**config.mk**
```make
export PLATFORM = sky130hd
export DESIGN_NAME = writeback_stage
export DESIGN_NICKNAME = d
export VERILOG_FILES = /design/src/rtl/defines.sv /design/src/rtl/wb_fifo.sv /design/src/rtl/writeback_stage.sv
export SDC_FILE = /design/constraint.sdc
export NUM_CORES = 1
export LEC_CHECK = 0
export CAP_MARGIN = 20
export CORE_MARGIN = 1
export CORE_UTILIZATION = 33
export DETAILED_ROUTE_END_ITERATION = 16
export PLACE_DENSITY = 0.6
export SLEW_MARGIN = 20
export SYNTH_ARGS = -nofsm -noshare
export SYNTH_HDL_FRONTEND = slang
export SYNTH_HIERARCHICAL = 1
export SYNTH_SLANG_ARGS = --single-unit
export TNS_END_PERCENT = 10
```
**constraint.sdc**
```tcl
create_clock -name clk -period 6.2 [get_ports clk]
set_clock_uncertainty 0.15 [all_clocks]
set_input_delay 1.24 -clock clk [delete_from_list [all_inputs] [get_ports clk]]
set_output_delay 1.24 -clock clk [all_outputs]
set_load 0.02 [all_outputs]
```
**src/rtl/defines.sv**
```systemverilog
// Shared widths and writeback types for the datapath.
package defines;

    localparam int WORD_LEN          = 32;
    localparam int REG_FILE_ADDR_LEN = 4;
    localparam int REG_FILE_SIZE     = 16;

    typedef struct packed {
        logic [REG_FILE_ADDR_LEN-1:0] dest;
        logic [WORD_LEN-1:0]          data;
    } wb_entry_t;

    typedef enum logic {
        WB_SRC_ALU = 1'b0,
        WB_SRC_LD  = 1'b1
    } wb_src_e;

endpackage

```
**src/rtl/wb_fifo.sv**
```systemverilog
// Shift-register FIFO: entries[0] is always the head, entries[i] valid while i < count.
module wb_fifo #(
    parameter int  DEPTH = 2,
    parameter type T     = logic,
    parameter int  CW    = $clog2(DEPTH + 1)
) (
    input  logic            clk,
    input  logic            rst,
    input  logic            push,
    input  T                data,
    input  logic            pop,
    output T                entries [DEPTH],
    output logic [CW-1:0]   count,
    output logic [DEPTH-1:0] valid
);

    T              mem_d [DEPTH];
    logic [CW-1:0] wr_idx;

    // Caller guarantees push only when not full and pop only when not empty.
    always_comb begin
        mem_d  = entries;
        wr_idx = count - CW'(pop);
        if (pop) begin
            for (int i = 0; i < DEPTH - 1; i++) begin
                mem_d[i] = entries[i + 1];
            end
        end
        if (push) begin
            mem_d[wr_idx] = data;
        end
    end

    always_ff @(posedge clk) begin
        entries <= mem_d;
    end

    always_ff @(posedge clk) begin
        if (rst) begin
            count <= '0;
        end else begin
            count <= count + CW'(push) - CW'(pop);
        end
    end

    always_comb begin
        valid = '0;
        for (int i = 0; i < DEPTH; i++) begin
            valid[i] = CW'(i) < count;
        end
    end

endmodule

```
**src/rtl/writeback_stage.sv**
```systemverilog
// Buffers ALU and load results and writes them to the register file one per cycle in arrival order.
module writeback_stage
    import defines::*;
#(
    parameter int ALU_DEPTH = 2,
    parameter int LD_DEPTH  = 4
) (
    input  logic                         clk,
    input  logic                         rst,
    input  logic                         alu_valid,
    output logic                         alu_ready,
    input  logic [REG_FILE_ADDR_LEN-1:0] alu_dest,
    input  logic [WORD_LEN-1:0]          alu_data,
    input  logic                         ld_valid,
    output logic                         ld_ready,
    input  logic [REG_FILE_ADDR_LEN-1:0] ld_dest,
    input  logic [WORD_LEN-1:0]          ld_data,
    output logic                         wb_en,
    output logic [REG_FILE_ADDR_LEN-1:0] wb_dest,
    output logic [WORD_LEN-1:0]          wb_val,
    output logic [REG_FILE_SIZE-1:0]     pend_mask
);

    localparam int ACW       = $clog2(ALU_DEPTH + 1);
    localparam int LCW       = $clog2(LD_DEPTH + 1);
    localparam int ORD_DEPTH = ALU_DEPTH + LD_DEPTH;
    localparam int OCW       = $clog2(ORD_DEPTH + 1);

    wb_entry_t          alu_ent [ALU_DEPTH];
    wb_entry_t          ld_ent  [LD_DEPTH];
    logic [ACW-1:0]     alu_count;
    logic [LCW-1:0]     ld_count;
    logic [ALU_DEPTH-1:0] alu_vld;
    logic [LD_DEPTH-1:0]  ld_vld;
    logic               alu_push, ld_push, alu_pop, ld_pop;

    wb_src_e            ord_q [ORD_DEPTH];
    wb_src_e            ord_d [ORD_DEPTH];
    logic [OCW-1:0]     ord_count;
    logic [OCW-1:0]     ord_wr;
    logic               ord_pop;
    wb_entry_t          head;

    assign alu_ready = !rst && (alu_count < ACW'(ALU_DEPTH));
    assign ld_ready  = !rst && (ld_count < LCW'(LD_DEPTH));
    assign alu_push  = alu_valid && alu_ready;
    assign ld_push   = ld_valid && ld_ready;

    wb_fifo #(.DEPTH(ALU_DEPTH), .T(wb_entry_t)) u_alu_fifo (
        .clk     (clk),
        .rst     (rst),
        .push    (alu_push),
        .data    ({alu_dest, alu_data}),
        .pop     (alu_pop),
        .entries (alu_ent),
        .count   (alu_count),
        .valid   (alu_vld)
    );

    wb_fifo #(.DEPTH(LD_DEPTH), .T(wb_entry_t)) u_ld_fifo (
        .clk     (clk),
        .rst     (rst),
        .push    (ld_push),
        .data    ({ld_dest, ld_data}),
        .pop     (ld_pop),
        .entries (ld_ent),
        .count   (ld_count),
        .valid   (ld_vld)
    );

    // Order FIFO takes two tags per edge; the load goes in first because it is older.
    always_comb begin
        ord_d   = ord_q;
        ord_pop = ord_count != '0;
        if (ord_pop) begin
            for (int i = 0; i < ORD_DEPTH - 1; i++) begin
                ord_d[i] = ord_q[i + 1];
            end
        end
        ord_wr = ord_count - OCW'(ord_pop);
        if (ld_push) begin
            ord_d[ord_wr] = WB_SRC_LD;
            ord_wr        = ord_wr + 1'b1;
        end
        if (alu_push) begin
            ord_d[ord_wr] = WB_SRC_ALU;
        end
    end

    always_ff @(posedge clk) begin
        ord_q <= ord_d;
    end

    always_ff @(posedge clk) begin
        if (rst) begin
            ord_count <= '0;
        end else begin
            ord_count <= ord_count + OCW'(ld_push) + OCW'(alu_push) - OCW'(ord_pop);
        end
    end

    assign alu_pop = ord_pop && (ord_q[0] == WB_SRC_ALU);
    assign ld_pop  = ord_pop && (ord_q[0] == WB_SRC_LD);
    assign head    = (ord_q[0] == WB_SRC_LD) ? ld_ent[0] : alu_ent[0];

    // r0 entries drain normally but never strobe, so the register file's r0 clear wins.
    always_ff @(posedge clk) begin
        if (rst) begin
            wb_en   <= 1'b0;
            wb_dest <= '0;
            wb_val  <= '0;
        end else if (ord_pop) begin
            wb_en   <= head.dest != '0;
            wb_dest <= head.dest;
            wb_val  <= head.data;
        end else begin
            wb_en   <= 1'b0;
        end
    end

    always_comb begin
        pend_mask = '0;
        for (int i = 0; i < ALU_DEPTH; i++) begin
            if (alu_vld[i]) pend_mask[alu_ent[i].dest] = 1'b1;
        end
        for (int i = 0; i < LD_DEPTH; i++) begin
            if (ld_vld[i]) pend_mask[ld_ent[i].dest] = 1'b1;
        end
        pend_mask[0] = 1'b0;
    end

endmodule
```
==> results of run 1 <==
[layer usage]
metal / vias to the layer above / routed length [um]
met5: - / 0
met4: 0 / 582
met3: 43 / 1400
met2: 189 / 13300
met1: 3775 / 13400
li1: 3728 / -
[synth_stat cells, drive strengths merged (3+ instances only)]
cell,number,area share
edfxtp,72,0.18
fa,3,0.0049
o22ai,27,0.014
nand3b,13,0.0079
nand3,10,0.0041
nor3,21,0.0098
buf,33,0.023
clkbuf,20,0.0061
mux2,289,0.29
nor2b,5,0.0025
a211oi,36,0.026
xnor2,6,0.0049
or3b,4,0.0028
inv,18,0.0057
a32oi,4,0.0028
nand4,4,0.0020
xor2,3,0.0021
nor2,65,0.020
nor3b,3,0.0018
nand2,20,0.0061
nand2b,13,0.0066
mux2i,38,0.031
ha,12,0.012
o221ai,10,0.0071
dfxtp,195,0.32
[tightest hold or removal path: cells and delay by family, from the launching register on]
| kind | cells | cell delay (ns) |
|---|---|---|
| flip-flops | 1 | 0.31 |
| AO/OA/AOI/OAI | 1 | 0.08 |
| AND/OR/NAND/NOR | 1 | 0.05 |
[stage by stage]
stage,worst slack [ns],utilization,total power (W),cells
global route,1.54,0.408,0.00934,1557
finish,1.67,0.408,0.00881,1557
CTS,1.68,0.408,0.00891,1556
floorplan,1.09,-,0.00615,943
global placement,2.32,0.381,0.00708,1500
detailed placement,2.26,0.381,0.00715,1500
[final timing paths]
path	start	endpoint	depth (start not counted)
max	u_ld_fifo/count[2]	pend_mask[1]	8
min	ord_q[4]	ord_q[5]	2
max reg2reg	ord_count[2]	u_ld_fifo/entries[126]	9
min reg2reg	ord_q[4]	ord_q[5]	2
[area by class of cell]
type	instances	area share
clock inverter	4	0.00167
antenna	1	0.000167
inverter	18	0.00477
timing repair buffer	142	0.0933
multi-input combinational	605	0.392
tap	468	0.0391
sequential	267	0.405
clock buffer	52	0.0631
[power by group]
| part | switching (W) | internal (W) | leakage (nW) |
|---|---|---|---|
| registers | 0.000454 | 0.00256 | 2.29 |
| logic | 0.00178 | 0.00232 | 2.95 |
| clock network | 0.000679 | 0.00102 | 0.471 |
[logic make-up (layout without fill, tap and decap cells)]
family                     Yosys count  in the layout
AOI/OAI and AO/OA                   84             84
DFF                                267            267
adders and majority gates           15             15
other                                1              2
xor gates and xnor gates            10             10
muxes                              327            327
buffers and inverters               71            216
and+or+nand+nor                    168            168
==> impl_metrics.tcl, run 1 <==
set metrics [dict create \
    grt_pass1_vias 7789 \
    synth_xor_area_frac 0.00893 \
    rsz0062_at_grt "no" \
    top_usage_layer "met2" \
    path_delay_family "buffers and inverters" \
    antenna_found_initial 1 \
    crit_slowest_cell "clkdlybuf4s50_1" \
    synth_cell_types 54 \
    vias_per_cell 4.97 \
    path_clk_slew_ns 0.06 \
    cts_hold_buffers 0 \
    placed_cell_area_mm2 0.0140 \
    postLayoutCellArea_mm2 0.0150 \
    drv_slew 0 \
    synth.avg_cell_area_um2 13.1 \
    final_common_cell "mux2_2" \
    cts_resized 0 \
    nets 1155 \
    regArea_mm2 0.00607 \
    initial_core_util 0.336 \
    layout_common_cells "197 x mux2_2, 194 x dfxtp_1, 128 x clkdlybuf4s50_1" \
    cts.sinks 267 \
    fmax_mhz 221 \
    max_stage_delay_ns 0.66 \
    max_cap_viol_count 0 \
    crit_chain "inv_1 > ha_1 > a21oi_1 > or3b_1 > o22ai_1 > nor2_1 > o221ai_1 > clkdlybuf4s50_1" \
    startpoint_type "flip-flop" \
    ant_nets 0 \
    cts-buffers-inserted 30 \
    syn_inst 943 \
    ys.flop_type "dfxtp_1" \
    ys_async_sr_fraction 0 \
    drc 0 \
    setup_viol 0 \
    dieArea_mm2 0.0381 \
    fp-row-count 70 \
    routabilityCongestion 0.898 \
    r2r_slack_ns 2.38 \
    insertion_delay_ns 0.54 \
    fp.dieW_um 195 \
    power.density_mw_per_mm2 589 \
    irDropWorstVdd_v 0.000288 \
    yosys_warnings 6 \
    path_buf_inv 2 \
    grt_first_pass_wirelength_um 44700 \
    hpwl_um 18800 \
    cp_data_arrival_time_ns 3.14 \
    syn_to_final_growth_pct 21.3 \
    cp-end-kind "output port" \
    path_max_fanout 9 \
    ys_seq_area_frac 0.492 \
    die_height_um 195 \
    routed_wl_um 28700 \
    hold_viol 0 \
    met1_usage 0.199 \
    maxSlewHeadroom 0.343 \
    synthAdderAreaFrac 0.0170 \
    grt_max_degree 80 \
    core_area_mm2 0.0367 \
    first_iter_violations 337 \
    io_buffers 129 \
    worstPathRequired_ns 4.81 \
    num_io_pins 131 \
    grt_use_met3 0.0264 \
    vias 7735 \
    synth_top_family_by_area "multiplexers" \
    gr-total-overflow 0 \
    yosys.area_share.simple 0.0711 \
    firstDrtPassIters 5 \
    syn_area_mm2 0.0123 \
    drive_gt1_frac 0.340 \
    final.setup.tns_ns 0 \
    syn_nets 1034 \
    synth-edff-count 72 \
    path_class "reg -> out" \
    cts.path.max_buffers 3 \
    fin_crit_sh 0.731 \
    synth-compound-area-share 0.0538 \
    period_needed_ns 4.53 \
    routedWlPerCell_um 18.4 \
    ctsRootBufferMaster "clkbuf_16" \
    ys_seq_elements 267 \
    worst_pin_slew_ns 0.985 \
    grt.total_usage 0.149 \
    cts_tree "built" \
    post-cts-setup-buffers 0 \
    hold_slack_ns 0.334 \
    cts-htree-levels 1 \
    synthMuxAreaShare 0.322 \
    status "completed" \
    multi_input_area_mm2 0.00587 \
    hp-class "reg -> reg" \
    fillCellCount 3429 \
    met2_usage 0.244 \
    p_leak_nw 5.72 \
]
Note: power is estimated with default switching activity, not from simulation.
==> run 2: changes to the inputs <==
==> constraint.sdc (replaced) <==
create_clock -name clk -period 4.21 [get_ports clk]
set_clock_uncertainty 0.15 [all_clocks]
set_input_delay 0.842 -clock clk [delete_from_list [all_inputs] [get_ports clk]]
set_output_delay 0.842 -clock clk [all_outputs]
set_load 0.02 [all_outputs]
==> run 2 against run 1 <==
  * Register-to-register slack got worse by 1.7 ns
  * Die area did not move
  * Critical endpoint unchanged
  * Critical path type unchanged
  * Largest power group unchanged
  * Non-clock buffer count rose by 3
  * Routed wire length rose by 1.0%
  * Highest routed layer unchanged
  * Combinational power rose by 48%
  * Core utilization barely moved
  * Critical path depth did not move
  * Sequential cell count did not move
==> impl_metrics.tcl, run 2 (same netlist as run 1, synthesis figures left out) <==
set metrics [dict create \
    cts.path.max_buffers 3 \
    fmax_mhz 248 \
    place_ws_ns 0.677 \
    io_buffers 129 \
    diodes 0 \
    die_height_um 195 \
    grt_max_degree 80 \
    ant_nets 0 \
    cts_hold_buffers 0 \
    gr-total-overflow 0 \
    firstDrtPassIters 5 \
    grt_first_pass_wirelength_um 45000 \
    intPower_w 0.00869 \
    worst_pin_slew_ns 0.963 \
    initial_core_util 0.336 \
    path_class "reg -> out" \
    nets 1157 \
    insertion_delay_ns 0.54 \
    grt_pass1_vias 7604 \
    seqPwrFrac 0.341 \
    routabilityCongestion 0.859 \
    cts.sinks 267 \
    p_comb_frac 0.466 \
    hpwl_um 19000 \
    core_area_mm2 0.0367 \
    cts-htree-levels 1 \
    fp-row-count 70 \
    cp_data_arrival_time_ns 3.04 \
    final_util 0.408 \
    irDropWorstVdd_v 0.000335 \
    syn_to_final_growth_pct 21.4 \
    layout_common_cells "197 x mux2_2, 194 x dfxtp_1, 128 x clkdlybuf4s50_1" \
    whs_endpoint "ord_q[5]" \
    r2r_slack_ns 0.67 \
    grt.total_usage 0.151 \
    whs_path_depth 2 \
    hp-class "reg -> reg" \
    status "completed" \
    hold_viol 0 \
    layout_setup_ws_ns 0.183 \
    max_cap_viol_count 0 \
    cts_tree "built" \
    cp-end-kind "output port" \
    drc 0 \
    drive_gt1_frac 0.342 \
    hp-start "ord_q[4]" \
    routed_wl_um 29000 \
    vias 7722 \
    reg2reg_to "u_ld_fifo/entries[73]" \
    maxSlewHeadroom 0.358 \
    path_clk_slew_ns 0.06 \
    rr_worst_depth 8 \
    num_io_pins 131 \
    antenna_found_initial 1 \
    drv_slew 0 \
    path_max_fanout 9 \
    dieArea_mm2 0.0381 \
    p_leak_nw 5.73 \
    worstPathRequired_ns 3.22 \
    p_total_w 0.0130 \
    final.setup.tns_ns 0 \
    final_common_cell "mux2_2" \
    period_needed_ns 4.03 \
    vias_per_cell 4.97 \
    ctsRootBufferMaster "clkbuf_16" \
    setup_viol 0 \
    first_iter_violations 395 \
    routedWlPerCell_um 18.6 \
    netSwitchingFraction 0.331 \
    fp.dieW_um 195 \
    fin_crit_sh 0.957 \
    startpoint_type "flip-flop" \
    netSwitchingPower_w 0.00430 \
    rsz0062_at_grt "no" \
    reg2reg_from "ord_count[2]" \
    pwr-share-clk 0.193 \
    cts-buffers-inserted 29 \
    power.density_mw_per_mm2 867 \
]
-- run 2: cell count changes in the layout (fill, tap and decap cells not counted), sizes merged --
| cell | previous run | this run |
|---|---|---|
| buf | 14 | 17 |
| diode | 1 | 0 |
| clkinvlp | 1 | 0 |
| clkbuf | 52 | 49 |
-- run 2: worst max-delay path by stage --
stage	from	to	slack, ns	depth (start not counted)
after floorplan	rst	flip-flop	0.27	5
after global placement	u_ld_fifo/count[2]	pend_mask[1]	0.71	8
after global routing	u_ld_fifo/count[2]	pend_mask[1]	0.03	8
after detailed placement	ord_count[0]	u_ld_fifo/entries[74]	0.68	8
final	u_ld_fifo/count[2]	pend_mask[1]	0.18	8
after CTS	u_ld_fifo/count[2]	pend_mask[1]	0.10	8
-- run 2: layout make-up --
cell class / instances / area (um^2)
fill: 3414 / 21700
sequential: 267 / 6070
multi-input combinational: 605 / 5880
timing repair buffer: 145 / 1420
clock buffer: 49 / 936
tap: 468 / 586
inverter: 18 / 71.3
clock inverter: 3 / 15.0
-- run 2: critical path, stage by stage, from the launching register on --
cell	delay [ns]
dfxtp_1	0.52
inv_1	0.11
ha_1	0.23
a21oi_2	0.21
or3b_1	0.43
o22ai_1	0.20
nor2_1	0.07
o221ai_1	0.08
clkdlybuf4s50_1	0.64
-- run 2: layer usage --
layer,share of wire,global-route usage
met5,0,0
met4,0.019,0.0408
met3,0.043,0.0250
met2,0.47,0.246
met1,0.47,0.206
-- run 2: what timing repair did --
action / in CTS / in global routing
buffers inserted: 0 / 0
endpoints found under the setup margin: 0 / 2
resized for setup: 0 / 1
-- run 2: per-stage QoR --
step	std cells	hold WS, ns	area (um^2)
CTS	1555	0.337	15000
detailed placement	1503	0.328	14000
global route	1555	0.353	15000
floorplan	943	0.315	12300
global placement	1503	0.328	14000
finish	1555	0.335	15000
-- run 2: power groups by stage --
stage	combinational, W	clock, W	sequential [W]
after floorplan	0.00457	0	0.00449
after global placement	0.00598	0	0.00449
after detailed placement	0.00606	0	0.00450
after CTS	0.00609	0.00259	0.00445
after global routing	0.00654	0.00270	0.00458
final	0.00605	0.00251	0.00443
==> run 3: changes to the inputs <==
--- a/config.mk
+++ b/config.mk
@@ -7,9 +7,10 @@
 export LEC_CHECK = 0
 export CAP_MARGIN = 20
 export CORE_MARGIN = 1
-export CORE_UTILIZATION = 33
+export CORE_UTILIZATION = 37
+export CTS_CLUSTER_SIZE = 28
 export DETAILED_ROUTE_END_ITERATION = 16
-export PLACE_DENSITY = 0.6
+export PLACE_DENSITY = 0.65
 export SLEW_MARGIN = 20
 export SYNTH_ARGS = -nofsm -noshare
 export SYNTH_HDL_FRONTEND = slang
==> run 3 against run 2 <==
  * Critical path depth stayed put
  * Hold slack better by 0.0058 ns
  * Sequential share of layout area hardly changed
  * First-iteration DRC count decreased by 0.51%
  * Combinational power is essentially flat
  * Largest cell class unchanged
  * Cell area is essentially flat
  * Die area decreased by 11%
  * Largest power group unchanged
  * Total power increased by 0.57%
  * Worst setup slack better by 0.013 ns
==> impl_metrics.tcl, run 3 (same netlist as run 1, synthesis figures left out) <==
set metrics [dict create \
    fp-row-count 66 \
    path_clk_slew_ns 0.06 \
    fin_crit_sh 0.954 \
    firstDrtPassIters 5 \
    cts_hold_buffers 0 \
    initial_core_util 0.377 \
    drive_gt1_frac 0.346 \
    antenna_found_initial 3 \
    core_area_mm2 0.0327 \
    cts-buffers-inserted 28 \
    first_iter_violations 393 \
    hold_slack_ns 0.340 \
    fmax_mhz 249 \
    power.density_mw_per_mm2 872 \
    period_needed_ns 4.01 \
    layout_setup_ws_ns 0.196 \
    hold_viol 0 \
    vias 7740 \
    path_max_fanout 9 \
    final_common_cell "mux2_2" \
    grt_pass1_vias 7807 \
    routed_wl_um 28400 \
    cts.path.max_buffers 3 \
    hpwl_um 18600 \
    grt.total_usage 0.167 \
    startpoint_type "flip-flop" \
    nets 1156 \
    worstPathRequired_ns 3.22 \
    max_cap_viol_count 0 \
    worst_pin_slew_ns 0.931 \
    layout_common_cells "197 x mux2_2, 194 x dfxtp_1, 128 x clkdlybuf4s50_1" \
    num_io_pins 131 \
    path_class "reg -> out" \
    p_leak_nw 5.75 \
    dieArea_mm2 0.0341 \
    setup_viol 0 \
    grt_first_pass_wirelength_um 44200 \
    routabilityCongestion 0.876 \
    drc 0 \
    drv_slew 0 \
    place_ws_ns 0.679 \
    grt_max_degree 80 \
    irDropWorstVdd_v 0.000379 \
    ant_nets 0 \
    cts_tree "built" \
    fillCellCount 3005 \
    rsz0062_at_grt "no" \
    cp_data_arrival_time_ns 3.02 \
    cp-end-kind "output port" \
    ctsRootBufferMaster "clkbuf_16" \
    routedWlPerCell_um 18.5 \
    io_buffers 129 \
    final.setup.tns_ns 0 \
    cts-htree-levels 1 \
    syn_to_final_growth_pct 21.4 \
    vias_per_cell 5.06 \
    fp.dieW_um 185 \
    die_height_um 185 \
    maxSlewHeadroom 0.379 \
    gr-total-overflow 0 \
    insertion_delay_ns 0.54 \
    cts.sinks 267 \
    hp-class "reg -> reg" \
    status "completed" \
]
[run 3: cell types whose count changed in the layout (fill, tap and decap cells not counted), moves of 2 or more]
cell,change
clkbuf_1,-6
clkinv_2,+2
diode_2,+2
bufinv_16,+4
clkinv_1,+2
inv_4,+2
clkbuf_16,-4
[run 3: final timing paths]
check,startpoint,slack (ns),endpoint,cells past startpoint
setup / recovery,u_ld_fifo/count[2],0.20,pend_mask[1],8
hold / removal,ord_q[4],0.34,ord_q[5],2
setup reg to reg,ord_count[0],0.71,u_ld_fifo/entries[76],8
hold reg to reg,ord_q[4],0.34,ord_q[5],2
[run 3: metrics by stage]
step / instances / area [um^2] / total power, W / utilization
6_report: 1531 / 15000 / 0.0131 / 0.458
5_1_grt: 1529 / 15000 / 0.0139 / 0.458
4_1_cts: 1529 / 15000 / 0.0132 / 0.458
3_5_place_dp: 1477 / 14000 / 0.0105 / 0.428
3_3_place_gp: 1477 / 14000 / 0.0104 / 0.428
2_1_floorplan: 943 / 12300 / 0.00906 / -
[run 3: critical path, cell delays in order (launching register included)]
cell             delay, ns
dfxtp_1               0.51
inv_1                 0.11
ha_1                  0.24
a21oi_2               0.22
or3b_1                0.42
o22ai_1               0.19
nor2_1                0.07
o221ai_1              0.08
clkdlybuf4s50_1       0.64
[run 3: power by group]
part	internal [W]	switching [W]
Sequential	0.00377	0.000667
Clock	0.00159	0.000999
Combinational	0.00342	0.00262
Total	0.00877	0.00429
[run 3: repair_timing]
action                     CTS  global route
buffers inserted             0             0
setup endpoints to repair    0             2
resized for setup            0             1
[run 3: area by class of cell]
| type | count | area, um^2 | area share |
|---|---|---|---|
| multi-input combinational | 605 | 5880 | 0.393 |
| tap | 442 | 553 | 0.0369 |
| antenna | 2 | 5.00 | 0.000334 |
| timing repair buffer | 145 | 1420 | 0.0947 |
| clock inverter | 13 | 165 | 0.0110 |
| sequential | 267 | 6070 | 0.405 |
| clock buffer | 39 | 813 | 0.0543 |
| inverter | 18 | 71.3 | 0.00476 |
[run 3: routing by layer]
layer,GRT usage,part of all wire
met5,0,0.00028
met3,0.0287,0.053
met1,0.220,0.45
met4,0.0440,0.021
met2,0.280,0.47
